[src/rtl/abd_rd_arbiter_pkg.sv]
// Shared types and build-time constants for the AmorphOS F1 ABD read-path arbiter.
package AOSF1Types;

    typedef struct packed {
        logic [63:0] addr;
    } ABDReadReq;

    localparam int F1_ABDRdArb_NumReq         = 4;
    localparam int F1_ABDRdArb_MaxOutstanding = 16;

    // LUTRAM storage cannot be reset; the flop flavour clears its contents on reset.
    typedef enum logic [0:0] {
        ROUTE_FIFO_LUTRAM = 1'b0,
        ROUTE_FIFO_FLOPS  = 1'b1
    } route_fifo_type_e;

    localparam route_fifo_type_e F1_ABDRdArb_RouteFIFO_Type = ROUTE_FIFO_LUTRAM;

endpackage

[src/rtl/abd_rd_arbiter_fifo.sv]
// Show-ahead FIFO; q presents the head entry whenever empty is low.
module HullFIFO
    import AOSF1Types::*;
#(
    parameter int               WIDTH     = 2,
    parameter int               LOG_DEPTH = 4,
    parameter route_fifo_type_e FIFO_TYPE = ROUTE_FIFO_LUTRAM
) (
    input  logic             clk,
    input  logic             reset_n,
    input  logic             wrreq,
    input  logic [WIDTH-1:0] data,
    output logic             full,
    input  logic             rdreq,
    output logic [WIDTH-1:0] q,
    output logic             empty
);

    localparam int DEPTH = 1 << LOG_DEPTH;

    logic [WIDTH-1:0]     mem [DEPTH];
    logic [LOG_DEPTH-1:0] wr_ptr_q, wr_ptr_d;
    logic [LOG_DEPTH-1:0] rd_ptr_q, rd_ptr_d;
    logic [LOG_DEPTH:0]   count_q, count_d;
    logic                 wr_en, rd_en;

    assign empty = (count_q == '0);
    assign full  = (count_q == (LOG_DEPTH+1)'(DEPTH));
    assign rd_en = rdreq && !empty;
    // A dequeue in the same cycle frees the slot, so a full FIFO may still accept.
    assign wr_en = wrreq && (!full || rd_en);
    assign q     = mem[rd_ptr_q];

    always_comb begin
        wr_ptr_d = wr_ptr_q + LOG_DEPTH'(wr_en);
        rd_ptr_d = rd_ptr_q + LOG_DEPTH'(rd_en);
        count_d  = count_q + (LOG_DEPTH+1)'(wr_en) - (LOG_DEPTH+1)'(rd_en);
    end

    always_ff @(posedge clk or negedge reset_n) begin
        if (!reset_n) begin
            wr_ptr_q <= '0;
            rd_ptr_q <= '0;
            count_q  <= '0;
        end else begin
            wr_ptr_q <= wr_ptr_d;
            rd_ptr_q <= rd_ptr_d;
            count_q  <= count_d;
        end
    end

    if (FIFO_TYPE == ROUTE_FIFO_FLOPS) begin : g_flops
        always_ff @(posedge clk or negedge reset_n) begin
            if (!reset_n) begin
                for (int i = 0; i < DEPTH; i++) mem[i] <= '0;
            end else if (wr_en) begin
                mem[wr_ptr_q] <= data;
            end
        end
    end else begin : g_lutram
        always_ff @(posedge clk) begin
            if (wr_en) mem[wr_ptr_q] <= data;
        end
    end

endmodule

[src/rtl/abd_rd_arbiter.sv]
// Round-robin arbiter sharing the ABD read port between NUM_REQ requesters,
// with credit-bounded issue and in-order response routing via a requester-index FIFO.
module abd_rd_arbiter
    import AOSF1Types::*;
#(
    parameter int NUM_REQ         = F1_ABDRdArb_NumReq,
    parameter int MAX_OUTSTANDING = F1_ABDRdArb_MaxOutstanding,
    parameter int LOG_OUTSTANDING = 4
) (
    input  logic                       clk,
    input  logic                       rst_n,
    input  logic [NUM_REQ-1:0]         req_valid,
    input  logic [NUM_REQ*64-1:0]      req_addr,
    output logic [NUM_REQ-1:0]         req_accept,
    output logic                       read_req_packet_valid,
    output logic [63:0]                read_req_packet_addr,
    input  logic                       read_req_accept,
    input  logic                       read_resp_packet_valid,
    input  logic [511:0]               read_resp_packet_data,
    output logic                       accept_read_resp_packet,
    output logic [NUM_REQ-1:0]         resp_valid,
    output logic [511:0]               resp_data,
    input  logic [NUM_REQ-1:0]         resp_accept,
    output logic [LOG_OUTSTANDING:0]   outstanding,
    output logic                       err_orphan_resp
);

    localparam int IDX_W = (NUM_REQ > 1) ? $clog2(NUM_REQ) : 1;
    localparam int CNT_W = LOG_OUTSTANDING + 1;

    typedef struct packed {
        logic             found;
        logic [IDX_W-1:0] idx;
    } pick_t;

    // Descending scan so the candidate closest to ptr is the last one written.
    function automatic pick_t rr_pick(input logic [NUM_REQ-1:0] valid,
                                      input logic [IDX_W-1:0]   ptr);
        pick_t            r;
        logic [IDX_W-1:0] cand;
        r = '0;
        for (int k = NUM_REQ - 1; k >= 0; k--) begin
            cand = IDX_W'((int'(ptr) + k) % NUM_REQ);
            if (valid[cand]) begin
                r.found = 1'b1;
                r.idx   = cand;
            end
        end
        return r;
    endfunction

    logic [63:0]      addr_arr [NUM_REQ];
    ABDReadReq        stage_q, stage_d;
    logic             stage_valid_q, stage_valid_d;
    logic [IDX_W-1:0] rr_ptr_q, rr_ptr_d;
    logic [CNT_W-1:0] outst_q, outst_d;
    logic             err_q, err_d;

    pick_t            pick;
    logic             drain, can_load, grant;
    logic             route_full, route_empty;
    logic [IDX_W-1:0] route_head;
    logic             resp_hs, orphan;

    for (genvar i = 0; i < NUM_REQ; i++) begin : g_addr
        assign addr_arr[i] = req_addr[i*64 +: 64];
    end

    assign pick     = rr_pick(req_valid, rr_ptr_q);
    assign drain    = stage_valid_q && read_req_accept;
    assign can_load = !stage_valid_q || drain;
    assign grant    = rst_n && can_load && (outst_q < CNT_W'(MAX_OUTSTANDING))
                      && !route_full && pick.found;

    always_comb begin
        req_accept    = '0;
        stage_d       = stage_q;
        stage_valid_d = stage_valid_q;
        rr_ptr_d      = rr_ptr_q;
        if (grant) begin
            req_accept[pick.idx] = 1'b1;
            stage_d.addr         = addr_arr[pick.idx];
            stage_valid_d        = 1'b1;
            rr_ptr_d             = IDX_W'((int'(pick.idx) + 1) % NUM_REQ);
        end else if (drain) begin
            stage_valid_d = 1'b0;
        end
    end

    assign read_req_packet_valid = stage_valid_q;
    assign read_req_packet_addr  = stage_q.addr;

    // Responses return in issue order, so the FIFO head names their owner.
    HullFIFO #(
        .WIDTH     (IDX_W),
        .LOG_DEPTH (LOG_OUTSTANDING),
        .FIFO_TYPE (F1_ABDRdArb_RouteFIFO_Type)
    ) u_route_fifo (
        .clk     (clk),
        .reset_n (rst_n),
        .wrreq   (grant),
        .data    (pick.idx),
        .full    (route_full),
        .rdreq   (resp_hs),
        .q       (route_head),
        .empty   (route_empty)
    );

    assign resp_hs   = read_resp_packet_valid && !route_empty && resp_accept[route_head];
    assign orphan    = rst_n && read_resp_packet_valid && route_empty;
    assign resp_data = read_resp_packet_data;
    assign accept_read_resp_packet =
        rst_n && (route_empty ? read_resp_packet_valid : resp_accept[route_head]);

    always_comb begin
        resp_valid = '0;
        if (read_resp_packet_valid && !route_empty) resp_valid[route_head] = 1'b1;
    end

    always_comb begin
        outst_d = outst_q;
        unique case ({grant, resp_hs})
            2'b10:   outst_d = outst_q + 1'b1;
            2'b01:   outst_d = outst_q - 1'b1;
            default: outst_d = outst_q;
        endcase
        err_d = err_q || orphan;
    end

    assign outstanding     = outst_q;
    assign err_orphan_resp = err_q;

    always_ff @(posedge clk or negedge rst_n) begin
        if (!rst_n) begin
            stage_q       <= '0;
            stage_valid_q <= 1'b0;
            rr_ptr_q      <= '0;
            outst_q       <= '0;
            err_q         <= 1'b0;
        end else begin
            stage_q       <= stage_d;
            stage_valid_q <= stage_valid_d;
            rr_ptr_q      <= rr_ptr_d;
            outst_q       <= outst_d;
            err_q         <= err_d;
        end
    end

endmodule

[config.mk]
export PLATFORM = sky130hd
export DESIGN_NAME = abd_rd_arbiter
export DESIGN_NICKNAME = d
export VERILOG_FILES = /design/src/rtl/abd_rd_arbiter_pkg.sv /design/src/rtl/abd_rd_arbiter_fifo.sv /design/src/rtl/abd_rd_arbiter.sv
export SDC_FILE = /design/constraint.sdc
export NUM_CORES = 1
export LEC_CHECK = 0
export CAP_MARGIN = 20
export CORE_AREA = 4 4 537 539
export DETAILED_ROUTE_END_ITERATION = 8
export DIE_AREA = 0 0 541 543
export GPL_ROUTABILITY_DRIVEN = 1
export PLACE_DENSITY = 0.3
export SETUP_SLACK_MARGIN = 0.2
export SYNTH_ARGS = -nofsm -noshare
export SYNTH_HDL_FRONTEND = slang
export SYNTH_SLANG_ARGS = --single-unit
[constraint.sdc]
create_clock -name clk -period 3.7 [get_ports clk]
set_clock_uncertainty 0.05 [all_clocks]
set_input_delay 0.555 -clock clk [delete_from_list [all_inputs] [get_ports clk]]
set_output_delay 0.555 -clock clk [all_outputs]
set_load 0.01 [all_outputs]
Yosys cells after proc, flatten, opt, wreduce, memory -nomap -nowiden:

Memory sizes are Yosys's and may differ from the RTL's.
Cells that the tools add are included.

* register bits after elaboration: 86
* logic and storage cells: 85
* input bits: 780
* memory bits (writable): 32
* memories kept: 1
* output and inout port bits: 592

* add/sub/neg operators: 10
* bitwise gates (word level): 1
* reduce and logical (&&, ||, !) cells: 23
* order comparisons: 10
* eq/ne operators: 3
* mux-type cells: 29

Memories
* u_route_fifo.mem: words 16, bits a word 2, read ports 1, clocked after memory_dff 0, write ports 1, RTL line abd_rd_arbiter_fifo.sv:21 `logic [WIDTH-1:0] mem [DEPTH];`

Operators by type and width (number)
* binary-select mux 64 bit (select 2 bit): 1
* two-way mux 64 bit: 2
* less-than comparator 2 x 3 -> 1 bit (second input constant): 6
* logical AND 1 bit: 14
* two-way mux 1 bit: 12
* two-way mux 3 bit: 4
* binary-select mux 1 bit (select 2 bit): 5
* one-hot mux 5 bit (2 select lines): 1
* adder 4 x 1 -> 4 bit: 2
* two-way mux 4 bit: 2
* adder 5 x 1 -> 5 bit: 1
* adder 5 x 1 -> 5 bit (second input constant): 1
* == test 5 bit (second input constant): 1
* zero test 5 bit: 1
* less-than comparator 5 bit (second input constant): 1
* subtractor 5 x 1 -> 5 bit: 1
* subtractor 5 x 1 -> 5 bit (second input constant): 1
* adder 2 x 1 -> 2 bit (second input constant): 2
* adder 2 bit (second input constant): 2
* demux 1 bit (select 2 bit): 2
* greater-or-equal comparator 2 x 1 -> 1 bit (second input constant): 2
* nonzero test 2 bit: 2
* greater-or-equal comparator 3 bit (second input constant): 1
* zero test 1 bit: 3
* 4 further kinds: 6

Longest topological paths before layout:

* word-level depth: 12
* mapped depth: 14
* gate-level depth less buffers: 14

Modules after synthesis:

Synthesis repeated with hierarchy kept, for this count alone.

* cells, all modules: 1283
* area, all modules: 11080.6 um2

Modules (own cells, without submodules)
* abd_rd_arbiter: seq. area each 1826.8 um2, instances 1, area each 9052.4 um2, cells each 1151
* HullFIFO: seq. area each 1286.2 um2, instances 1, area each 2028.2 um2, cells each 132

Worst setup path before layout:

No wires, ideal clock.

* path kind: flip-flop to flip-flop
* from: register u_route_fifo.rd_ptr_q[2]
* to: register outst_q[4] (netlist: outstanding[4])
* library setup time: 0.126 ns
* stages on the path, launching flop included: 14
* period minus slack after synthesis: 3.235 ns
* slack: 0.465 ns
* arrival time: 3.059 ns
* path through: dfrtp_1 buf_6 mux4_2 a22o_1 o21a_1 nor3_2 nor3_1 ha_1 fa_1 a21o_1 a21oi_1 xor2_1 nor2_1 xor2_1

* word-level cells in the longest chain between the ends: 6
* elaborated cells between the ends (all ways): 8
* those cells by class: eq/ne: 2; mux: 3; reduce/logical: 2; memory: 1

RTL lines
* from (decl): RTL line abd_rd_arbiter_fifo.sv:23 `logic [LOG_DEPTH-1:0] rd_ptr_q, rd_ptr_d;`
* from (signal assigned): RTL line abd_rd_arbiter_fifo.sv:47 `rd_ptr_q <= rd_ptr_d;`
* memory read (16 x 2 bit) (*)
* binary-select mux 1 bit (select 2 bit) (*): RTL line abd_rd_arbiter.sv:109 `assign resp_hs = read_resp_packet_valid && !route_empty && resp_accept[route_head];`
* two-way mux 1 bit (implied by the code) (*): RTL line abd_rd_arbiter.sv:109
* logical AND 1 bit (*): RTL line abd_rd_arbiter.sv:109
* == test 2 x 1 -> 1 bit / == test 2 bit (equally long branches): RTL line abd_rd_arbiter.sv:122 `unique case ({grant, resp_hs})`
* one-hot mux 5 bit (2 select lines) / nonzero test 2 bit (equally long branches)
* to (signal assigned): RTL line abd_rd_arbiter.sv:144 `outst_q <= outst_d;`
* to (decl): RTL line abd_rd_arbiter.sv:56 `logic [CNT_W-1:0] outst_q, outst_d;`

Every way passes the cells marked *; elsewhere a longest branch is shown, timed or not. The select of a mux whose other input is x is not followed.
A chain may end at the register's enable or synchronous reset.

Final worst setup path:

* from: register u_route_fifo.rd_ptr_q[0]
* to: register outst_q[4] (netlist: outstanding[4])

Same word-level chain as after synthesis.

==> summary.md <==
| Metric | Value |
|---|---|
| Placer Congestion | `0.735` |
| Maximum number of pins on one net before global-route repair | `82` |
| Count of mapped cells out of synthesis | `1078` |
| Crit path capture type | `flop` |
| Number of warning messages in the yosys log | `0` |
| Layout Area Growth over Synthesis | `51.3%` |
| Average vias per placed instance | `around 1.6` |
| Count of flip-flops with a built-in enable after synthesis | `32` |
| Final setup violation count | `0` |
| Vias in the first global route | `8090` |
| TritonCTS Sinks | `118` |
| Count of unique library cells instantiated by Yosys | `41` |
| Num CTS Buffers | `25` |
| Slowest stage delay, CP | `between 500 and 600 ps` |
| ANT nets after route | `0` |
| Total DRC errors in the routed layout | `0` |
| Layout net count | `1737` |
| Power density over the cells | `578 nW/um^2` |
| Final sum of negative setup slack | `0 ps` |
| Total I/O pin count | `1372` |
| Register-to-register path setup slack | `310 ps` |
| First-pass GRT wire length | `roughly 160000 um` |
| Cell with the largest stage delay on the worst path | `sky130_fd_sc_hd__mux4_2` |
| Peak Freq | `roughly 0.30 GHz` |
| Type of the worst setup path | `reg -> reg` |
| Post-route fraction of the period consumed by the critical path | `between 90% and 100%` |
| Kind of cell adding the most delay to the critical path | `multiplexers` |
| Initial antenna violation count | `75` |
| Final hold violation count | `0` |
| Post-synthesis instance area | `10400 sq um` |
| Later-pin clock latency in the skew report | `540 ps` |
| Max_slew headroom | `52.8%` |
| Kind of launch point of the worst setup path | `flop` |
| Buf/Inv on CP | `1` |
| Syn nets | `1878` |
| Die Y | `543 um` |
| Static leakage | `about 5 nW` |
| Clock root cell | `sky130_fd_sc_hd__clkbuf_16` |
| Status | `finished, final reports clean` |
| Number of cell rows | `196` |
| Total congestion overflow | `0` |
| Largest fanout on the critical path | `5` |
| Buffer levels on the longest clock path | `3` |
| Largest vdd supply drop | `0.304 mV` |
| Async S/R FF share, synth | `72.9%` |
| #FFs+latches synth | `approximately 120` |
| Pins over their slew limit | `0` |
| Mapped Avg Cell Area | `9.67 sq um` |
| Slew at the pin closest to its max-slew limit | `708 ps` |
| RSZ-0062 raised after global routing | `true` |
| Overall routing resource usage | `9.26%` |
| Post-DP HPWL | `roughly 130000 um` |
| Full die area | `294000 sq um` |
| Number of levels in the clock H-tree | `4` |
| Number of fillers in the final layout | `between 30000 and 40000` |
| Wire length per cell after detailed routing | `30.1 um` |
| Share of post-route cells with drive strength above 1 | `11.1%` |
| Final critical path time including I/O delays and setup | `between 3000 and 4000 ps` |
| Effective utilization at floorplan | `3.67%` |
| Worst hold margin | `367 ps` |
| CP Cell Sequence | `mux4_2 > mux4_2 > buf_4 > nor3_4 > nor3_1 > ha_2 > fa_2 > a21o_1 > a21oi_1 > xor2_1 > nor2_1 > xor2_1` |
| CTS tree | `done` |
| Register area share after synthesis | `29.9%` |
| Length of the first detailed-routing pass in iterations | `4` |
| Detailed-route wire length | `142000 um` |
| Clock slew at reported path FFs | `~80 ps` |
| Number of max-cap violations | `0` |
| Number of vias after detailed routing | `7631` |
| Core region area | `284000 sq um` |
| Signal arrival time at the worst endpoint | `3750 ps` |
| Port bufs | `347` |
| Worst hold path class | `in -> async` |
| Die W | `541 um` |
| Data required time at the worst endpoint | `4060 ps` |
| Dominant synthesized flop cell | `sky130_fd_sc_hd__dfrtp_1` |
| Count of routing violations after the opening detailed-route iteration | `407` |
-- state kept, by name, indices dropped and copies added, names as in the netlist --
register               cells
u_route_fifo.count_q       5
outstanding                5
u_route_fifo.wr_ptr_q      4
read_req_packet_valid      1
u_route_fifo.mem          32
read_req_packet_addr      64
err_orphan_resp            1
rr_ptr_q                   2
u_route_fifo.rd_ptr_q      4
-- worst register-to-register path: cells and delay by family (launching register included) --
family	cells	cell delay, ps
AOI/OAI and AO/OA	2	360
buffers and inverters	1	170
muxes	2	1030
and+or+nand+nor	3	350
adders and majority gates	2	570
xor gates and xnor gates	2	300
DFF	1	450
-- routing by layer --
layer	routed length [um]	track usage [%]	vias to the layer above
met5	512	0.411	-
met1	25600	4.66	3178
li1	-	-	2882
met2	55600	12.8	1080
met4	7690	4.52	64
met3	52500	16.3	427
-- per-stage QoR --
step | setup WS (ps) | cell area, sq um | std cells | power (mW) | utilization (%)
floorplan | 465 | 10400 | 1078 | 5.04 | -
global placement | 76.6 | 15000 | 4663 | 6.95 | 5.27
CTS | 144 | 15700 | 4702 | 9.40 | 5.53
finish | 311 | 15800 | 4718 | 9.11 | 5.55
global route | 149 | 15700 | 4708 | 9.78 | 5.55
detailed placement | 87.6 | 15000 | 4663 | 6.94 | 5.27
-- logic make-up (layout without fill, tap and decap cells) --
group / count (synthesis) / after routing / synth area share [%]
AO/OA/AOI/OAI: 89 / 89 / 7.02
buffers and inverters: 569 / 434 / 39.4
other: 0 / 13 / 0
multiplexers: 138 / 138 / 14.3
XOR/XNOR: 13 / 13 / 1.09
AND/OR/NAND/NOR: 131 / 131 / 5.74
adder cells (fa/ha/maj): 20 / 20 / 2.54
flip-flops: 118 / 118 / 29.9
-- path summary, 6_finish.rpt --
check	from	depth (start not counted)	endpoint
worst max-delay path	u_route_fifo.rd_ptr_q[0]	12	outstanding[4]
max in group asynchronous	rst_n	3	read_req_packet_addr[18]
worst min-delay path	rst_n	2	u_route_fifo.rd_ptr_q[1]
worst max register to register	u_route_fifo.rd_ptr_q[0]	12	outstanding[4]
worst min register to register	err_orphan_resp	1	err_orphan_resp
min in group clk	err_orphan_resp	1	err_orphan_resp
-- cell usage after synthesis (2+ instances only) --
master                      count  area share [%]
sky130_fd_sc_hd__nand2_1       72             2.6
sky130_fd_sc_hd__buf_6          2            0.22
sky130_fd_sc_hd__mux4_2         9             1.9
sky130_fd_sc_hd__nor3_1        10            0.48
sky130_fd_sc_hd__nand3_1        5            0.24
sky130_fd_sc_hd__clkbuf_1      16            0.58
sky130_fd_sc_hd__xnor2_1        6            0.50
sky130_fd_sc_hd__and2_1         5            0.30
sky130_fd_sc_hd__xor2_1         7            0.59
sky130_fd_sc_hd__o21ai_0        4            0.19
sky130_fd_sc_hd__dfrtp_1       86              21
sky130_fd_sc_hd__a22o_1         2            0.17
sky130_fd_sc_hd__o2111ai_1      2            0.17
sky130_fd_sc_hd__mux2i_1      128              12
sky130_fd_sc_hd__fa_1           2            0.38
sky130_fd_sc_hd__o221ai_1      64             5.4
sky130_fd_sc_hd__edfxtp_1      32             9.2
sky130_fd_sc_hd__a21oi_1        7            0.34
sky130_fd_sc_hd__buf_4        512              37
sky130_fd_sc_hd__inv_1         14            0.50
sky130_fd_sc_hd__a21o_1         4            0.29
sky130_fd_sc_hd__buf_2         23             1.1
sky130_fd_sc_hd__nand2b_1       8            0.48
sky130_fd_sc_hd__nor3_2         3            0.29
sky130_fd_sc_hd__nor2b_1        2            0.12
sky130_fd_sc_hd__nor2_1        19            0.68
sky130_fd_sc_hd__o22ai_1        2            0.12
sky130_fd_sc_hd__ha_1          18             2.2
sky130_fd_sc_hd__o21a_1         2            0.14
-- where the power goes --
part / internal [mW] / leakage, nW / total [mW] / switching [mW]
logic: 2.28 / 3.33 / 4.61 / 2.33
registers: 1.89 / 1.34 / 2.32 / 0.435
clock network: 1.25 / 0.335 / 2.18 / 0.926
-- area by class of cell --
cell class,count,area [sq um],share of cell area (%)
diodes,13,32.5,0.206
clock buffers,31,668,4.24
clock inverters,2,10.0,0.0635
inverters,16,67.6,0.428
multi-input cells,391,3300,20.9
flip-flops and latches,118,3120,19.8
well taps,3762,4710,29.8
repair buffers,385,3880,24.6
-- layout by cell type (no fill, tap or decap), drive strengths merged, types with 3 or more instances in the layout --
master,synthesis,layout
a21o,4,4
a21oi,7,7
and2,5,5
buf,537,43
clkbuf,16,33
clkdlybuf4s50,0,337
clkinv,1,3
dfrtp,86,86
diode,0,13
edfxtp,32,32
ha,18,18
inv,15,15
mux2i,128,128
mux4,9,9
nand2,72,72
nand2b,8,8
nand3,5,5
nor2,19,19
nor3,14,14
o21ai,4,4
o221ai,64,64
xnor2,6,6
xor2,7,7
-- repair_timing --
item                       4_1_cts  5_1_grt
hold buffers                     1        0
setup buffers                    5        3
pin swaps                        1        1
setup endpoints to repair        8        6
resized for setup               14       11
hold endpoints to repair         5        0
Power figures use the tool's default switching activity.
